## src/rtl/seven_seg_mux_ctrl.sv

```systemverilog
// seven_seg_mux_ctrl
// Time-shares a single seven_seg_disp decoder between two common-anode
// digits. Each digit is driven for HOLD cycles, separated by BLANK dead
// cycles so the decoder value never changes while an anode is on. All
// outputs are registered.
//
// Ports:
//   clk        system clock, rising edge
//   reset      synchronous active-high reset
//   en         display enable (low = both digits dark, FSM parked in IDLE)
//   s0, s1     hex values for digit 0 (right) and digit 1 (left)
//   s_out      value presented to the shared decoder
//   an0, an1   active-low anode enables for digit 0 / digit 1
//   frame_done one-cycle pulse on the first cycle of each new frame
//
// state | meaning
// IDLE  | display dark, s_out holds last value
// DIG0  | digit 0 lit for HOLD cycles
// GAP0  | both dark for BLANK cycles
// DIG1  | digit 1 lit for HOLD cycles
// GAP1  | both dark for BLANK cycles
module seven_seg_mux_ctrl #(
  parameter int HOLD  = 2000,
  parameter int BLANK = 20
) (
  input  logic       clk,
  input  logic       reset,
  input  logic       en,
  input  logic [3:0] s0,
  input  logic [3:0] s1,
  output logic [3:0] s_out,
  output logic       an0,
  output logic       an1,
  output logic       frame_done
);

  localparam int MAXHB = (HOLD > BLANK) ? HOLD : BLANK;
  localparam int MAXC  = (MAXHB > 2) ? MAXHB : 2;
  localparam int CW    = $clog2(MAXC);

  localparam logic [CW-1:0] HOLD_LAST  = CW'(HOLD - 1);
  localparam logic [CW-1:0] BLANK_LAST = CW'((BLANK > 0) ? BLANK - 1 : 0);

  typedef enum logic [2:0] {
    IDLE,
    DIG0,
    GAP0,
    DIG1,
    GAP1
  } state_t;

  state_t          state, state_nx;
  logic [CW-1:0]   cnt, cnt_nx;
  logic [3:0]      s_out_nx;
  logic            an0_nx, an1_nx, fd_nx;

  always_comb begin
    state_nx = state;
    cnt_nx   = cnt + CW'(1);
    case (state)
      IDLE: begin
        cnt_nx = '0;
        if (en) state_nx = DIG0;
      end
      DIG0: begin
        if (cnt == HOLD_LAST) begin
          if (BLANK == 0) state_nx = DIG1;
          else            state_nx = GAP0;
        end
      end
      GAP0: begin
        if (cnt == BLANK_LAST) state_nx = DIG1;
      end
      DIG1: begin
        if (cnt == HOLD_LAST) begin
          if (BLANK == 0) state_nx = DIG0;
          else            state_nx = GAP1;
        end
      end
      GAP1: begin
        if (cnt == BLANK_LAST) state_nx = DIG0;
      end
      default: state_nx = IDLE;
    endcase

    // Dropping enable always parks the FSM; re-enable restarts at DIG0.
    if (!en) state_nx = IDLE;
    if (state_nx != state) cnt_nx = '0;

    // Anodes are decoded from the single next state, so both can never be
    // low together, even on back-to-back DIG0/DIG1 with no gap.
    an0_nx = (state_nx != DIG0);
    an1_nx = (state_nx != DIG1);

    // Digit values are captured only on entry so mid-digit input changes
    // never glitch the lit segment.
    s_out_nx = s_out;
    if (state_nx == DIG0 && state != DIG0)      s_out_nx = s0;
    else if (state_nx == DIG1 && state != DIG1) s_out_nx = s1;

    // DIG1 -> DIG0 is only reachable when BLANK is zero.
    fd_nx = (state_nx == DIG0) && (state == GAP1 || state == DIG1);
  end

  always_ff @(posedge clk) begin
    if (reset) begin
      state      <= IDLE;
      cnt        <= '0;
      s_out      <= 4'h0;
      an0        <= 1'b1;
      an1        <= 1'b1;
      frame_done <= 1'b0;
    end else begin
      state      <= state_nx;
      cnt        <= cnt_nx;
      s_out      <= s_out_nx;
      an0        <= an0_nx;
      an1        <= an1_nx;
      frame_done <= fd_nx;
    end
  end

endmodule

```

## config.mk

```make
export PLATFORM = sky130hd
export DESIGN_NAME = seven_seg_mux_ctrl
export DESIGN_NICKNAME = d
export VERILOG_FILES = /design/src/rtl/seven_seg_mux_ctrl.sv
export SDC_FILE = /design/constraint.sdc
export NUM_CORES = 1
export LEC_CHECK = 0
export BUFFER_PORTS_ARGS = -buffer_cell sky130_fd_sc_hd__buf_2
export CORE_UTILIZATION = 45
export DETAILED_ROUTE_END_ITERATION = 10
export PLACE_DENSITY = 0.64
export SKIP_LAST_GASP = 1
export SLEW_MARGIN = 20
export SYNTH_ARGS = -nofsm -noshare
export SYNTH_HDL_FRONTEND = slang
export SYNTH_SLANG_ARGS = --single-unit
```

## constraint.sdc

```tcl
create_clock -name clk -period 1.8 [get_ports clk]
set_input_delay 0.18 -clock clk [delete_from_list [all_inputs] [get_ports clk]]
set_output_delay 0.18 -clock clk [all_outputs]
set_load 0.01 [all_outputs]
```

==> results of run 1 <==
[cell usage in the layout (no fill, tap or decap), drive strengths merged]
cell / Yosys / routed
buf: 1 / 23
dfxtp: 21 / 21
nor2: 13 / 13
nand2: 9 / 9
nor3: 9 / 9
xnor2: 8 / 8
a21oi: 6 / 6
inv: 5 / 5
or3: 4 / 4
clkbuf: 2 / 4
nand2b: 3 / 3
nand3: 3 / 3
o221a: 3 / 3
nor3b: 2 / 2
o31ai: 2 / 2
nor2b: 2 / 2
nor4: 2 / 2
a31oi: 2 / 2
and4bb: 1 / 1
nor4bb: 1 / 1
and4: 1 / 1
mux2i: 1 / 1
o41ai: 1 / 1
nand4bb: 1 / 1
nand4: 1 / 1
and3b: 1 / 1
o22ai: 1 / 1
a21o: 1 / 1
nand3b: 1 / 1
a21boi: 1 / 1
a311oi: 1 / 1
o22a: 1 / 1
o21ai: 1 / 1
a41oi: 1 / 1
xor2: 1 / 1
and3: 1 / 1
ha: 1 / 1
[registers in the layout (all words and copies together), names as in the netlist]
register,flops
an1,1
frame_done,1
state,3
s_out,4
cnt,11
an0,1
[metal layers]
metal,vias up,GRT usage (%)
li1,470,-
met3,5,4.32
met2,24,30.4
met1,428,23.4
met4,0,7.14
met5,-,0
[power breakdown]
part	switching (uW)	internal [uW]
Combinational	37.5	34.0
Sequential	7.58	477
Clock	145	86.7
[worst max path at each step]
stage	startpoint	to	slack (ns)	cells after the start
2_1_floorplan	cnt[0]$_SDFF_PP0_	s_out[0]$_SDFFE_PP0P_	0.14	5
3_3_place_gp	cnt[0]$_SDFF_PP0_	s_out[1]$_SDFFE_PP0P_	0.17	5
3_5_place_dp	cnt[0]$_SDFF_PP0_	s_out[2]$_SDFFE_PP0P_	0.13	5
4_1_cts	cnt[0]$_SDFF_PP0_	s_out[2]$_SDFFE_PP0P_	0.11	5
5_1_grt	cnt[8]$_SDFF_PP0_	cnt[1]$_SDFF_PP0_	0.003	4
6_report	cnt[0]$_SDFF_PP0_	s_out[2]$_SDFFE_PP0P_	0.11	5
[cells by family (layout without fill, tap and decap cells)]
| family | count (synthesis) | in the layout | share of synthesized area (%) |
|---|---|---|---|
| muxes | 1 | 1 | 0.969 |
| adders and majority gates | 1 | 1 | 1.21 |
| DFF | 21 | 21 | 40.7 |
| and+or+nand+nor | 55 | 55 | 31.1 |
| buffers and inverters | 8 | 32 | 3.03 |
| AOI/OAI and AO/OA | 21 | 21 | 15.4 |
| xor gates and xnor gates | 9 | 9 | 7.63 |
[worst register-to-register path, cell delays in order (launching register included)]
cell	delay, ns
dfxtp_1	0.39
ha_1	0.21
and4bb_1	0.24
a31oi_2	0.13
or3_4	0.37
o221a_1	0.25
[area by class of cell]
cell class | count | area (sq um)
inverter | 5 | 18.8
sequential | 21 | 420
fill | 193 | 840
tap | 27 | 33.8
multi-input combinational | 87 | 593
timing repair buffer | 23 | 130
clock buffer | 4 | 26.3
[per-stage QoR]
stage / std cells / util (%) / hold WS [ns] / worst slack (ns) / power (uW)
2_1_floorplan: 116 / - / 0.326 / 0.143 / 534
3_3_place_gp: 163 / 57.5 / 0.455 / 0.173 / 564
3_5_place_dp: 163 / 57.5 / 0.461 / 0.129 / 565
4_1_cts: 167 / 58.7 / 0.131 / 0.112 / 793
5_1_grt: 167 / 59.3 / 0.127 / 0.00349 / 820
6_report: 167 / 59.3 / 0.137 / 0.108 / 788
[timing repair]
item                       CTS  global route
buffers inserted             0             0
gates resized for setup      0             2
hold buffers                 0             0
setup endpoints to repair    0             1
==> impl_results.md, run 1 <==
- Drt total wl: ~2100 microns
- Post-synth EDFFs: 0
- First-pass GRT wire length: between 3000 and 4000 microns
- Ratio of cells with drive above 1 in the final layout: 23.6%
- Synth cell types: a little over 40
- R2r startpoint: cnt[0]$_SDFF_PP0_
- R2R setup slack: roughly 0.11 ns
- # diodes: 0
- Met3 wire length: ~110 microns
- Synth Warn #: 0
- Total negative setup slack: 0 ns
- Most frequent cells after synthesis: dfxtp_1, nor2_1, nand2_1, nor3_1, xnor2_1
- Outcome: finished clean
- Critical Path Max Stage Delay: 0.39 ns
- Worst Setup End Kind: flop
- Detailed-route via count: between 900 and 1000
- Gate Count Post-Synth: around 120
- Clock Tree Buf Depth: 2
- Startpoint types: flop
- Number of detailed-route iterations in the first pass: 4
- Clock Root Buffer: clkbuf_4
- Slowest cell on the critical path: dfxtp_1
- Io pins: 18
- Worst-path clk slew: 0.11 ns
- GPL Wtd Cong: 0.860
- Fin. max-slew vios: 0
- Fraction of registers with async set/reset: 0%
- Final period util: between 90 and 100%
- Post-synth net total: approximately 130
- Critical setup path kind: flop to flop
- Max rail drop VDD: between 0.4 and 0.5 mV
- Max Cap Viol: 0
- CP delay by family, top: simple AND/OR/NAND/NOR gates
- CTS buffer count: 3
- Top-area cell type share of the netlist area: 40.7%
- Power Dens Cells: about 640 nW/um^2
- Worst-Skew Late Latency: between 0.3 and 0.4 ns
- RSZ-0062 raised after global routing: no
- Dominant synthesized flop cell: dfxtp_1
- Cell area after synthesis: 1030 sq um
- Reg2reg path depth: 5
- Register area share after synthesis: about two fifths
- Vias in the first global route: roughly 800
- Largest net degree at the start of global routing: 12
- GR Overflow Total: 0
- Hold_sp: s0[1]
- Port bufs: 17
- Antenna-violating nets left: 0
- Minimum clock period: roughly 1.7 ns
- Layout Nets: ~150
- Count leader, synth: dfxtp_1
- Area after DPL: about 1200 sq um
- Core Area: between 2000 and 2500 sq um
- Post-Route M1 WL: between 900 and 1000 microns
- Finished Cell Area: approximately 1200 sq um
- Hold path endpoint: s_out[1]$_SDFFE_PP0P_
- Syn Area/Cell: about 8.9 sq um
- CP required: about 2 ns
- Avg WL per Cell: between 10 and 15 microns
- Total Routing Usage GR: between 10% and 20%
- Crit-path cells: ha_1 > and4bb_1 > a31oi_2 > or3_4 > o221a_1
- HPWL Detailed: ~1600 microns
- Clock Skew: between 0.002 and 0.003 ns
- Top cells by area in the synthesized netlist: dfxtp_1, xnor2_1, nor3_1, nor2_1, nand2_1
- H-tree depth: 1
- Drt initial violations: 11
- Final Hold Vio Count: 0
- P_leak: 0.000430 uW
- Slew headroom: about three quarters
- Die height: between 40 and 50 microns
- Initial core utilization: between 50 and 60%
- WP data arrival: approximately 1.9 ns
- Most area-hungry cell type in the Yosys netlist: dfxtp_1
- Area grow syn2layout: 18.3%
- Actual slew at the worst max-slew pin: between 0.3 and 0.4 ns
- Max Used Layer: met4
- Final setup vio count: 0
- Die Area: 2490 sq um
- HP Class: input port to flop
- Initial antenna violation count: 0
- Met2 WL: 959 microns
- Clock Sinks: 21
- Chip width: approximately 50 microns
- Via-to-Cell Ratio: roughly 5.6
- Worst r2r dst: s_out[2]$_SDFFE_PP0P_
- Drt drc: 0
- Worst hold stages: 2
- Rows: 16
- Crit-path max FO: 4
- Max Freq: 591 MHz
- CTS tree: built
- Buffers and inverters on the worst path: 0
- Seq cells post-synth: 21
Power figures use the tool's default switching activity.
==> run 2: changes to the inputs <==
clock period = 2.1 ns   (was 1.8 ns; I/O delays follow)
==> run 2 against run 1 <==
Net effect: fmax shrank 5.4%; count of clock-buffer cells in the layout stayed put; first-iteration DRC count shrank 9.1%; worst hold slack improved by 0.036 ns; critical path type unchanged; largest cell class unchanged; largest power group unchanged; highest routed layer unchanged.
==> impl_results.md, run 2 (synthesis results as in run 1) <==
- Outcome: finished clean (unchanged)
- Biggest regs: cnt: 11 flops, s_out: 4 flops, state: 3 flops (unchanged)
- Clock Tree Buf Depth: 2 (unchanged)
- Area grow syn2layout: 13.6% (was 18.3%)
- Antenna-violating nets left: 0 (unchanged)
- GR Overflow Total: 0 (unchanged)
- Core Area: 2060 sq um (unchanged)
- Area after DPL: 1150 sq um (was 1180 sq um)
- Drt total wl: 1950 microns (was 2090 microns)
- Final Hold Vio Count: 0 (unchanged)
- Die Area: 2490 sq um (unchanged)
- Post-Layout Cell Count: 162 (was 167)
- Sequential share of power: 62.5% (was 61.5%)
- Reg2reg path depth: 5 (unchanged)
- Startpoint types: flop (unchanged)
- HPWL Detailed: 1480 microns (was 1560 microns)
- CTS buffer count: 3 (unchanged)
- Filler cells: 198 (was 193)
- CP required: 2.30 ns (was 2.01 ns)
- Ratio of cells with drive above 1 in the final layout: 19.3% (was 23.6%)
- Clock Skew: 0.000963 ns (was 0.00291 ns)
- Initial antenna violation count: 0 (unchanged)
- Multi-input logic area: 582 sq um (was 593 sq um)
- Crit-path cells: ha_1 > and4bb_1 > a31oi_2 > or3_4 > o221a_1 (unchanged)
- Placed instance count: 158 (was 163)
- WP data arrival: 1.99 ns (was 1.90 ns)
- Commonest non-fill, non-tap cell in the layout: dfxtp_1 (unchanged)
- Combinational share of power: 9.0% (was 9.1%)
- Die height: 49.9 microns (unchanged)
- Initial core utilization: 50.1% (unchanged)
- GPL Wtd Cong: 0.849 (was 0.860)
- Internal power: 511 uW (was 597 uW)
- Detailed-route via count: 873 (was 927)
- H-tree depth: 1 (unchanged)
- Worst Setup EP: s_out[2]$_SDFFE_PP0P_ (unchanged)
- Sequential Area: 420 sq um (unchanged)
- Worst Setup End Kind: flop (unchanged)
- Final hold slack: 0.173 ns (was 0.137 ns)
- Worst-path clk slew: 0.11 ns (about the same)
- Max Freq: 559 MHz (was 591 MHz)
- Io pins: 18 (unchanged)
- Critical Path Max Stage Delay: 0.38 ns (was 0.39 ns)
- Avg WL per Cell: 12.1 microns (was 12.5 microns)
- RSZ-0062 raised after global routing: no (unchanged)
- Drt initial violations: 10 (was 11)
- Drt drc: 0 (unchanged)
- Worst r2r dst: s_out[2]$_SDFFE_PP0P_ (unchanged)
- Minimum clock period: 1.79 ns (was 1.69 ns)
- CP Depth: 5 (unchanged)
- R2r startpoint: cnt[0]$_SDFF_PP0_ (unchanged)
- Max rail drop VDD: 0.414 mV (was 0.420 mV)
- Power Dens Cells: 566 nW/um^2 (was 644 nW/um^2)
- Number of detailed-route iterations in the first pass: 4 (unchanged)
- Via-to-Cell Ratio: 5.39 (was 5.55)
- Slew headroom: 70.7% (was 74.2%)
- P_leak: 0.000404 uW (was 0.000430 uW)
- Clock Root Buffer: clkbuf_4 (unchanged)
- Biggest register: cnt (unchanged)
- Critical setup path kind: flop to flop (unchanged)
- Worst-Skew Late Latency: 0.30 ns (was 0.31 ns)
- Total negative setup slack: 0 ns (unchanged)
- Layout Nets: 148 (was 153)
- Chip width: 49.9 microns (unchanged)
- # diodes: 0 (unchanged)
- Sw frac: 23.1% (was 24.1%)
- CTS Hold Bufs: 0 (unchanged)
- Clk pwr share: 28.5% (was 29.4%)
- R2R setup slack: 0.31 ns (was 0.11 ns)
- Fin. max-slew vios: 0 (unchanged)
- Crit-path max FO: 6 (was 4)
- P_sw: 153 uW (was 190 uW)
- Number of flip-flops in the largest register: 11 (unchanged)
- Vias in the first global route: 804 (was 810)
- Buffers and inverters on the worst path: 0 (unchanged)
- Worst setup path startpoint: cnt[0]$_SDFF_PP0_ (unchanged)
- CTS tree: built (unchanged)
- Rows: 16 (unchanged)
- Clock Sinks: 21 (unchanged)
- Resize count post-CTS: 0 (unchanged)
- Final Util: 56.9% (was 59.3%)
- Finished Cell Area: 1170 sq um (was 1220 sq um)
- Final setup vio count: 0 (unchanged)
- Actual slew at the worst max-slew pin: 0.436 ns (was 0.387 ns)
- Commonest non-fill, non-tap cells in the layout: dfxtp_1, buf_2, nor2_1 (unchanged)
- Post-CTS setup buffers: 0 (unchanged)
- Port bufs: 17 (unchanged)
- CP delay by family, top: simple AND/OR/NAND/NOR gates (unchanged)
- First-pass GRT wire length: 3450 microns (was 3540 microns)
- Max Cap Viol: 0 (unchanged)
- Largest net degree at the start of global routing: 12 (unchanged)
- HP Class: input port to flop (unchanged)
- Total Routing Usage GR: 18.4% (was 18.6%)
- Final period util: 85.2% (was 94.0%)
- Slowest cell on the critical path: dfxtp_1 (unchanged)
==> run 2: changes by cell type in the layout (fill, tap and decap cells not counted) <==
cell	previous run	this run
buf_4	6	1
nor3_1	8	9
nor3_2	1	0
o22ai_1	0	1
o22ai_2	1	0
==> run 2: worst min path at each step <==
| stage | from | slack [ns] | to | depth (start not counted) |
|---|---|---|---|---|
| 2_1_floorplan | reset | 0.36 | s_out[3]$_SDFFE_PP0P_ | 3 |
| 3_3_place_gp | cnt[0]$_SDFF_PP0_ | 0.46 | cnt[0]$_SDFF_PP0_ | 1 |
| 3_5_place_dp | cnt[0]$_SDFF_PP0_ | 0.48 | cnt[0]$_SDFF_PP0_ | 1 |
| 4_1_cts | s0[1] | 0.16 | s_out[1]$_SDFFE_PP0P_ | 2 |
| 5_1_grt | s0[1] | 0.16 | s_out[1]$_SDFFE_PP0P_ | 2 |
| 6_report | s0[1] | 0.17 | s_out[1]$_SDFFE_PP0P_ | 2 |
==> run 2: final cells by class <==
cell class / instances / share of cell area, %
sequential: 21 / 35.8
multi-input combinational: 87 / 49.6
tap: 27 / 2.88
clock buffer: 4 / 2.24
timing repair buffer: 18 / 7.89
inverter: 5 / 1.60
==> run 2: per-stage QoR <==
step | worst slack [ns] | total power, uW
after CTS | 0.304 | 674
after global placement | 0.377 | 483
after global routing | 0.203 | 701
after floorplan | 0.443 | 458
after detailed placement | 0.316 | 484
final | 0.310 | 665
==> run 2: metal layers <==
layer  global-route usage, %  routed length, microns  up-vias
li1                        -                       -      461
met1                    22.4                     960      387
met2                    30.2                     872       21
met3                    6.48                      92        4
met4                    5.71                      27        0
met5                       0                       0        -
==> run 2: power by group through the flow <==
stage | Clock, uW | Combinational (uW) | Sequential (uW)
2_1_floorplan | 0 | 30.1 | 427
3_3_place_gp | 0 | 59.2 | 424
3_5_place_dp | 0 | 59.8 | 424
4_1_cts | 199 | 59.8 | 415
5_1_grt | 218 | 65.8 | 417
6_report | 190 | 59.7 | 415
